[config.mk]
export PLATFORM = sky130hd
export DESIGN_NAME = mem_access_unit_flat
export DESIGN_NICKNAME = d
export VERILOG_FILES = /design/src/rtl/mem_access_unit_if.sv /design/src/rtl/mem_access_unit.sv /design/src/flat_wrapper.sv
export SDC_FILE = /design/constraint.sdc
export NUM_CORES = 1
export LEC_CHECK = 0
export ABC_AREA = 0
export CORE_MARGIN = 2
export CORE_UTILIZATION = 50
export CTS_CLUSTER_DIAMETER = 30
export DETAILED_ROUTE_END_ITERATION = 8
export MAX_ROUTING_LAYER = met4
export PLACE_DENSITY = 0.87
export SYNTH_ARGS = -nofsm -noshare
export SYNTH_HDL_FRONTEND = slang
export SYNTH_SLANG_ARGS = --single-unit
[constraint.sdc]
create_clock -name clk -period 6.58 [get_ports clk]
set_input_delay 1.316 -clock clk [delete_from_list [all_inputs] [get_ports clk]]
set_output_delay 1.316 -clock clk [all_outputs]
set_load 0.03 [all_outputs]
[src/rtl/mem_access_unit_if.sv]
// Pipeline-side request/response bundle for mem_access_unit.
// Latency: none, this is only wiring between the pipeline and the unit.
// Backpressure: req_ready gates acceptance; rsp_valid is a pulse with no ready.
// Ports: req_valid/req_ready handshake, req_we/size/unsigned/addr/wdata request
//        fields, rsp_valid/rsp_rdata/rsp_err response.
// Modports: master = pipeline (drives requests), slave = mem_access_unit.
interface mem_access_unit_if #(
  parameter int RAM_ADDR_BITS = 10
);
  logic                     req_valid;
  logic                     req_ready;
  logic                     req_we;
  logic [1:0]               req_size;
  logic                     req_unsigned;
  logic [RAM_ADDR_BITS+1:0] req_addr;
  logic [31:0]              req_wdata;
  logic                     rsp_valid;
  logic [31:0]              rsp_rdata;
  logic                     rsp_err;

  modport master (
    output req_valid, req_we, req_size, req_unsigned, req_addr, req_wdata,
    input  req_ready, rsp_valid, rsp_rdata, rsp_err
  );

  modport slave (
    input  req_valid, req_we, req_size, req_unsigned, req_addr, req_wdata,
    output req_ready, rsp_valid, rsp_rdata, rsp_err
  );
endinterface

[src/rtl/mem_access_unit.sv]
// MEM-stage front end for a single-port sync RAM without byte enables; sub-word stores use read-modify-write.
// Latency (accept edge = cycle 0, rsp_valid cycle): error 1, word store 2, load 3, sub-word store 4.
// Backpressure: req_ready only in IDLE, one request in flight; responses are pulses with no backpressure.
// Ports: clk, rst_n (async active-low); req_if (slave modport: request/response);
//        mem_write/mem_addr/mem_wdata to the RAM, mem_rdata from it (registered, one cycle after the address);
//        load_count/store_count performance counters.
// Optional: define MEM_ACCESS_PERF_CNT_EN to build the saturating 16-bit load/store counters;
//           otherwise both count outputs are tied to zero.
module mem_access_unit #(
  parameter int RAM_WIDTH     = 32,
  parameter int RAM_ADDR_BITS = 10
) (
  input  logic                     clk,
  input  logic                     rst_n,
  mem_access_unit_if.slave         req_if,
  output logic                     mem_write,
  output logic [RAM_ADDR_BITS-1:0] mem_addr,
  output logic [RAM_WIDTH-1:0]     mem_wdata,
  input  logic [RAM_WIDTH-1:0]     mem_rdata,
  output logic [15:0]              load_count,
  output logic [15:0]              store_count
);

  typedef enum logic [2:0] {IDLE, RD, LD_CAP, RMW_MRG, WR, RESP} state_t;

  state_t                   state_q, state_d;
  logic                     accept;
  logic                     misaligned;
  logic [RAM_ADDR_BITS+1:0] addr_q;
  logic [1:0]               size_q;
  logic                     we_q;
  logic                     uns_q;
  logic [15:0]              wdata_q;   // only sub-word stores need the latched data
  logic [RAM_WIDTH-1:0]     rdata_q;
  logic                     err_q;
  logic [RAM_WIDTH-1:0]     mwdata_q;
  logic [7:0]               lane_b;
  logic [15:0]              lane_h;
  logic [RAM_WIDTH-1:0]     ld_data;
  logic [RAM_WIDTH-1:0]     merged;

  assign accept = (state_q == IDLE) && req_if.req_valid;

  always_comb begin
    misaligned = 1'b0;
    case (req_if.req_size)
      2'b01:   misaligned = req_if.req_addr[0];
      2'b10:   misaligned = |req_if.req_addr[1:0];
      2'b11:   misaligned = 1'b1;
      default: misaligned = 1'b0;
    endcase
  end

  always_ff @(posedge clk or negedge rst_n) begin
    if (!rst_n) state_q <= IDLE;
    else        state_q <= state_d;
  end

  // mem_write is decoded from state so it drops the instant reset asserts.
  always_comb begin
    state_d          = state_q;
    req_if.req_ready = 1'b0;
    req_if.rsp_valid = 1'b0;
    mem_write        = 1'b0;
    case (state_q)
      IDLE: begin
        req_if.req_ready = 1'b1;
        if (req_if.req_valid) begin
          if (misaligned)                    state_d = RESP;
          else if (!req_if.req_we)           state_d = RD;
          else if (req_if.req_size == 2'b10) state_d = WR;
          else                               state_d = RD;
        end
      end
      RD:      state_d = we_q ? RMW_MRG : LD_CAP;
      LD_CAP:  state_d = RESP;
      RMW_MRG: state_d = WR;
      WR: begin
        mem_write = 1'b1;
        state_d   = RESP;
      end
      RESP: begin
        req_if.rsp_valid = 1'b1;
        state_d          = IDLE;
      end
      default: state_d = IDLE;
    endcase
  end

  // Lane extraction for loads and lane replacement for read-modify-write.
  always_comb begin
    case (addr_q[1:0])
      2'b00:   lane_b = mem_rdata[7:0];
      2'b01:   lane_b = mem_rdata[15:8];
      2'b10:   lane_b = mem_rdata[23:16];
      default: lane_b = mem_rdata[31:24];
    endcase
    lane_h = addr_q[1] ? mem_rdata[31:16] : mem_rdata[15:0];

    case (size_q)
      2'b00:   ld_data = {{24{~uns_q & lane_b[7]}}, lane_b};
      2'b01:   ld_data = {{16{~uns_q & lane_h[15]}}, lane_h};
      default: ld_data = mem_rdata;
    endcase

    merged = mem_rdata;
    if (size_q == 2'b00) merged[{addr_q[1:0], 3'b000} +: 8]  = wdata_q[7:0];
    else                 merged[{addr_q[1], 4'b0000} +: 16] = wdata_q[15:0];
  end

  always_ff @(posedge clk or negedge rst_n) begin
    if (!rst_n) begin
      addr_q   <= '0;
      size_q   <= '0;
      we_q     <= 1'b0;
      uns_q    <= 1'b0;
      wdata_q  <= '0;
      rdata_q  <= '0;
      err_q    <= 1'b0;
      mwdata_q <= '0;
    end else begin
      if (accept) begin
        addr_q  <= req_if.req_addr;
        size_q  <= req_if.req_size;
        we_q    <= req_if.req_we;
        uns_q   <= req_if.req_unsigned;
        wdata_q <= req_if.req_wdata[15:0];
        // Previous response is held until here, then cleared.
        rdata_q <= '0;
        err_q   <= misaligned;
        if (req_if.req_we && (req_if.req_size == 2'b10) && !misaligned)
          mwdata_q <= req_if.req_wdata;
      end
      if (state_q == LD_CAP)  rdata_q  <= ld_data;
      if (state_q == RMW_MRG) mwdata_q <= merged;
    end
  end

  assign mem_addr         = addr_q[RAM_ADDR_BITS+1:2];
  assign mem_wdata        = mwdata_q;
  assign req_if.rsp_rdata = rdata_q;
  assign req_if.rsp_err   = err_q;

`ifdef MEM_ACCESS_PERF_CNT_EN
  logic [15:0] ld_cnt_q;
  logic [15:0] st_cnt_q;

  always_ff @(posedge clk or negedge rst_n) begin
    if (!rst_n) begin
      ld_cnt_q <= '0;
      st_cnt_q <= '0;
    end else begin
      if ((state_q == RESP) && !we_q && !err_q && (ld_cnt_q != 16'hFFFF))
        ld_cnt_q <= ld_cnt_q + 16'd1;
      if ((state_q == WR) && (st_cnt_q != 16'hFFFF))
        st_cnt_q <= st_cnt_q + 16'd1;
    end
  end

  assign load_count  = ld_cnt_q;
  assign store_count = st_cnt_q;
`else
  assign load_count  = 16'd0;
  assign store_count = 16'd0;
`endif

endmodule

[src/flat_wrapper.sv]
// flat-port wrapper written by rule: the top's interface ports become plain ports
module mem_access_unit_flat 
#(
  parameter int RAM_WIDTH     = 32,
  parameter int RAM_ADDR_BITS = 10
)
  (clk, rst_n, mem_write, mem_addr, mem_wdata, mem_rdata, load_count, store_count, req_if_req_valid, req_if_req_we, req_if_req_size, req_if_req_unsigned, req_if_req_addr, req_if_req_wdata, req_if_req_ready, req_if_rsp_valid, req_if_rsp_rdata, req_if_rsp_err);
  mem_access_unit_if #(.RAM_ADDR_BITS(RAM_ADDR_BITS)) req_if_i ();
  input  logic clk;
  input  logic rst_n;
  output logic mem_write;
  output logic [RAM_ADDR_BITS-1:0] mem_addr;
  output logic [RAM_WIDTH-1:0] mem_wdata;
  input  logic [RAM_WIDTH-1:0] mem_rdata;
  output logic [15:0] load_count;
  output logic [15:0] store_count;
  input wire logic [$bits(req_if_i.req_valid)-1:0] req_if_req_valid;
  input wire logic [$bits(req_if_i.req_we)-1:0] req_if_req_we;
  input wire logic [$bits(req_if_i.req_size)-1:0] req_if_req_size;
  input wire logic [$bits(req_if_i.req_unsigned)-1:0] req_if_req_unsigned;
  input wire logic [$bits(req_if_i.req_addr)-1:0] req_if_req_addr;
  input wire logic [$bits(req_if_i.req_wdata)-1:0] req_if_req_wdata;
  output wire logic [$bits(req_if_i.req_ready)-1:0] req_if_req_ready;
  output wire logic [$bits(req_if_i.rsp_valid)-1:0] req_if_rsp_valid;
  output wire logic [$bits(req_if_i.rsp_rdata)-1:0] req_if_rsp_rdata;
  output wire logic [$bits(req_if_i.rsp_err)-1:0] req_if_rsp_err;
  assign req_if_i.req_valid = req_if_req_valid;
  assign req_if_i.req_we = req_if_req_we;
  assign req_if_i.req_size = req_if_req_size;
  assign req_if_i.req_unsigned = req_if_req_unsigned;
  assign req_if_i.req_addr = req_if_req_addr;
  assign req_if_i.req_wdata = req_if_req_wdata;
  assign req_if_req_ready = req_if_i.req_ready;
  assign req_if_rsp_valid = req_if_i.rsp_valid;
  assign req_if_rsp_rdata = req_if_i.rsp_rdata;
  assign req_if_rsp_err = req_if_i.rsp_err;
  mem_access_unit #(.RAM_WIDTH(RAM_WIDTH), .RAM_ADDR_BITS(RAM_ADDR_BITS)) u_core (.clk(clk), .rst_n(rst_n), .req_if(req_if_i), .mem_write(mem_write), .mem_addr(mem_addr), .mem_wdata(mem_wdata), .mem_rdata(mem_rdata), .load_count(load_count), .store_count(store_count));
endmodule
Word-level counts from Yosys, hierarchy flattened
Cells that the tools add are included.
{ "totals": {"output_inout_bits": 110, "reg_bits": 100, "word_cells": 64, "input_bits": 83} }
{ "classes": {"reduce_logical": 13, "eq_ne": 12, "n_mux": 21, "addsub": 2, "shift": 4, "n_bitwise": 3} }
{ "op_table": {"columns": ["operator", "n"], "rows": [
  ["$mux 32", 6],
  ["$bwmux 32", 2],
  ["$pmux 32 s2", 1],
  ["$shift 16x7->32 const A", 1],
  ["$shift 8x7->32 const A", 1],
  ["$shiftx 16x7->32", 1],
  ["$shiftx 8x7->32", 1],
  ["$pmux 8 s3", 1],
  ["$mux 16", 1],
  ["$neg 5->7", 2],
  ["$mux 3", 4],
  ["$pmux 3 s4", 1],
  ["$eq 2x1->1 const B", 3],
  ["$eq 2x2->1 const B", 3],
  ["$eq 3x2->1 const B", 2],
  ["$eq 3x3->1 const B", 2],
  ["$reduce_bool 2->1", 3],
  ["$logic_not 2->1", 2],
  ["$mux 1", 4],
  ["$reduce_or 2->1", 2],
  ["$eq 3x1->1 const B", 1],
  ["$logic_and 1x1->1", 3],
  ["$logic_not 3->1", 1],
  ["$pmux 1 s3", 1],
  ["other kinds (5)", 6]
]} }

Longest topological paths before layout
{ "depth": {"depth_word": 7, "depth_mapped": 9} }

Worst setup path after synthesis
Ideal clock, no wire load.
{ "synth_timing": {"path_type": "register to output", "start": "register u_core.state_q[2]", "end": "output mem_write", "stages_incl_launch_ff": 3, "n_path_buf": 1, "required_ns": 5.264, "t_arrival_ns": 1.368, "path_slack_ns": 3.896, "cell_sequence": "dfrtp_1 -> clkbuf_1 -> nor3b_1"} }
{ "synth_between": {"elab_chain_cells": 2} }
{ "synth_rtl": {"columns": ["element", "line_no", "source"], "rows": [
  ["from (decl)", "mem_access_unit.sv:26", "state_t state_q, state_d;"],
  ["from (signal assigned)", "mem_access_unit.sv:56", "else state_q <= state_d;"],
  ["$eq 3x3->1", "mem_access_unit.sv:65", "case (state_q)"],
  ["$mux 1", "mem_access_unit.sv:65", null],
  ["to (decl)", "flat_wrapper.sv:11", "output logic mem_write;"]
]} }
Every way passes these cells.

Worst setup path in the final report
{ "layout_timing": {"start": "input req_if_req_valid", "end": "register u_core.mwdata_q[17] (netlist: u_core.mem_wdata[17])"} }
{ "layout_between": {"elab_chain_cells": 3} }
{ "layout_rtl": {"columns": ["element", "line_no", "source"], "rows": [
  ["from (decl)", "flat_wrapper.sv:17", "input wire logic [$bits(req_if_i.req_valid)-1:0] req_if_req_valid;"],
  ["$logic_and 1x1->1", "mem_access_unit.sv:42", "assign accept = (state_q == IDLE) && req_if.req_valid;"],
  ["$reduce_bool 2->1 (no source line)", null, null],
  ["$reduce_and 2->1 (no source line)", null, null],
  ["to (signal assigned)", "mem_access_unit.sv:132", "mwdata_q <= req_if.req_wdata;"],
  ["to (signal assigned)", "mem_access_unit.sv:135", "if (state_q == RMW_MRG) mwdata_q <= merged;"],
  ["to (decl)", "mem_access_unit.sv:36", "logic [RAM_WIDTH-1:0] mwdata_q;"]
]} }
Every way passes these cells.
A chain may end at the register's enable or synchronous reset.

==> results.cfg <==
[status]
run_status = finished, final reports clean

[place]
gp_congestion = 0.984
detailed_place_hpwl_um = 13100
place_ws_ps = 2300
io_buffer_count = 160

[power_and_ir_drop]
power.density_nw_per_um2 = 506
p_leak_nw = 3.28
ir_drop_uv = 373

[hold_path]
min_from = u_core.addr_q[4]
min_path_type = reg2reg
min_path_cells = 2
hold_end = u_core.addr_q[4]

[final_layout]
diodes = 0
drive_above_1_share = 0.0598
final_nets = 836
syn_to_final_growth_pct = 29.9

[timing]
final-setup-viol-count = 0
hold_viol = 0
timing.final.crit_share = 0.599
finalClockSkew_ps = 5.16
slew_viol_final = 0
rsz0062_at_grt = false
max_freq_mhz = 254
period_needed_ps = 3940
tightest_slew_ps = 1160
finalSetupTns_ps = 0
slew_headroom = 0.225
final.setup.worst_slack_ps = 2640

[clock_tree]
hold_buffers = 0
clk_pin_slew_ps = 70
cts.sinks = 100
clock_latency_ps = 350
cts_tree = built
cts-root-buf = clkbuf_16
cts_buffers = 9
cts_resized = 0
clockBufferDepth = 2
post_cts_buffers = 0
h-tree-depth = 3

[yosys]
netlist_top_cells_area = dfrtp_1 44%, nand2_1 10%, a221o_1 5.9%
synthFlopType = dfrtp_1
ys_seq_area_frac = 0.436
ys_warn_count = 0
avgSynthCellArea_sq_um = 9.10
yosysTopAreaCell = dfrtp_1
synth_cell_types = 46
async_reset_ff_frac = 1.00
syn_area_sq_um = 5740
synth_seq_cells = 100
syn_inst = 630
synth_edf_count = 0
yosysTopAreaCellShare = 0.436

[setup_path]
crit_start = req_if_req_valid
critical_path_arrival_ps = 4170
ff2ff_path_depth = 7
rrSetupSlack_ps = 3360
timing.rr.start = u_core.addr_q[1]
slowest_stage = nand3_1
crit_chain = clkdlybuf4s50_1 -> nor4b_2 -> buf_4 -> nand3_1 -> and3_1 -> a221o_1
r2r_end = u_core.req_if.rsp_rdata[21]
crit_type = in2reg
start_kind = input port
endpoint_kind = flop
cp_max_fo = 38
critPathMaxStageDelay_ps = 900
required_ps = 6810

[route]
drc = 0
drt_iter0_drc = 731
vias = 5539
wl_um = 18100
dr.pass1.iters = 5
vias_per_cell = 6.19
postRouteAntennaNets = 0
wl_per_cell_um = 20.3

[floorplanning]
die_y_um = 111
dieArea_sq_um = 12300
coreArea_sq_um = 11300
ios = 193
initial_utilization = 0.507
die_w_um = 111
core.rowCount = 39

[global_route]
gr-total-overflow = 0
grt_pass1_vias = 5238
antenna_found_initial = 0
grt_max_degree = 55
grt_pass1_wl_um = 28300
track_usage = 0.297

[run]
cap_violations = 0
[sequential cells by signal, indices dropped and copies added (netlist names)]
register,cells
u_core.addr_q,12
u_core.mem_wdata,32
u_core.req_if.rsp_err,1
u_core.req_if.rsp_rdata,32
u_core.size_q,2
u_core.state_q,3
u_core.uns_q,1
u_core.wdata_q,16
u_core.we_q,1
[cells in the final DEF, fill, tap and decap left out, types with 3 or more instances in the layout]
cell type          n
and3_1            11
nor2b_1            6
a21oi_1           37
a211oi_1          13
a31oi_1           22
dfrtp_1          100
inv_1             14
conb_1            32
nand2_1          157
mux2i_1           19
a221o_1           34
a22o_1             3
mux2_2            14
a22oi_1            7
nor2_1             5
buf_4              9
clkbuf_16          9
a221oi_1          32
ha_1               5
clkdlybuf4s50_1  159
o21ai_0           29
[per-stage QoR]
step,power (mW),std cells,hold slack [ps],utilization,instance area (sq um)
detailed placement,3.25,880,470,0.634,7180
floorplan,2.52,661,446,-,5850
finish,3.77,895,482,0.658,7450
global route,3.98,895,513,0.658,7450
CTS,3.75,895,486,0.658,7450
global placement,3.17,880,461,0.634,7180
[critical path, delay by kind of cell]
kind                   cells  cell delay, ps
buffers and inverters      2             930
and+or+nand+nor            3            1660
AOI/OAI and AO/OA          1             270
[routing by layer]
metal	up-vias	routed length (um)	share of wire	track usage
li1	2460	-	-	-
met1	2653	7420	0.41	0.401
met2	371	8290	0.46	0.456
met3	55	1810	0.10	0.0508
met4	0	620	0.034	0.110
met5	-	0	0	-
[synth_stat cells (all sizes together), types with 2 or more instances]
cell type / number
a2111oi: 2
a211oi: 13
a21oi: 37
a221o: 34
a221oi: 32
a22o: 3
a22oi: 7
a31oi: 22
and3: 11
and3b: 2
buf: 59
clkbuf: 33
dfrtp: 100
ha: 5
inv: 14
mux2: 14
mux2i: 19
nand2: 157
nand3: 2
nor2: 5
nor2b: 6
nor3: 2
nor3b: 2
nor4bb: 2
o21ai: 29
o32ai: 2
or3b: 2
[how the worst max path moves through the flow]
stage | endpoint | slack [ps]
4_1_cts | u_core.mem_wdata[17] | 2670
2_1_floorplan | mem_write | 3900
5_1_grt | u_core.mem_wdata[17] | 2480
6_report | u_core.mem_wdata[17] | 2640
3_5_place_dp | u_core.mem_wdata[17] | 2300
3_3_place_gp | u_core.mem_wdata[29] | 2460
[power breakdown]
group | leakage, nW | switching, mW | internal, mW | total [mW]
sequential | 1.25 | 0.273 | 0.891 | 1.16
combinational | 1.89 | 1.25 | 0.855 | 2.11
clock | 0.139 | 0.231 | 0.267 | 0.498
total | 3.28 | 1.76 | 2.01 | 3.77
[cell families after synthesis]
group                    synth area share
buffers and inverters              0.0999
AND/OR/NAND/NOR                     0.147
other                            0.000654
adder cells (fa/ha/maj)            0.0109
AO/OA/AOI/OAI                       0.245
multiplexers                       0.0606
flip-flops                          0.436
[layout make-up]
cell class,count,area [sq um]
Fill cell,938,3870
Sequential cell,100,2500
Multi-Input combinational cell,455,2780
Clock buffer,10,239
Timing Repair Buffer,168,1660
Inverter,14,52.6
Tap cell,143,179
Clock inverter,5,36.3
Power figures use the tool's default switching activity.
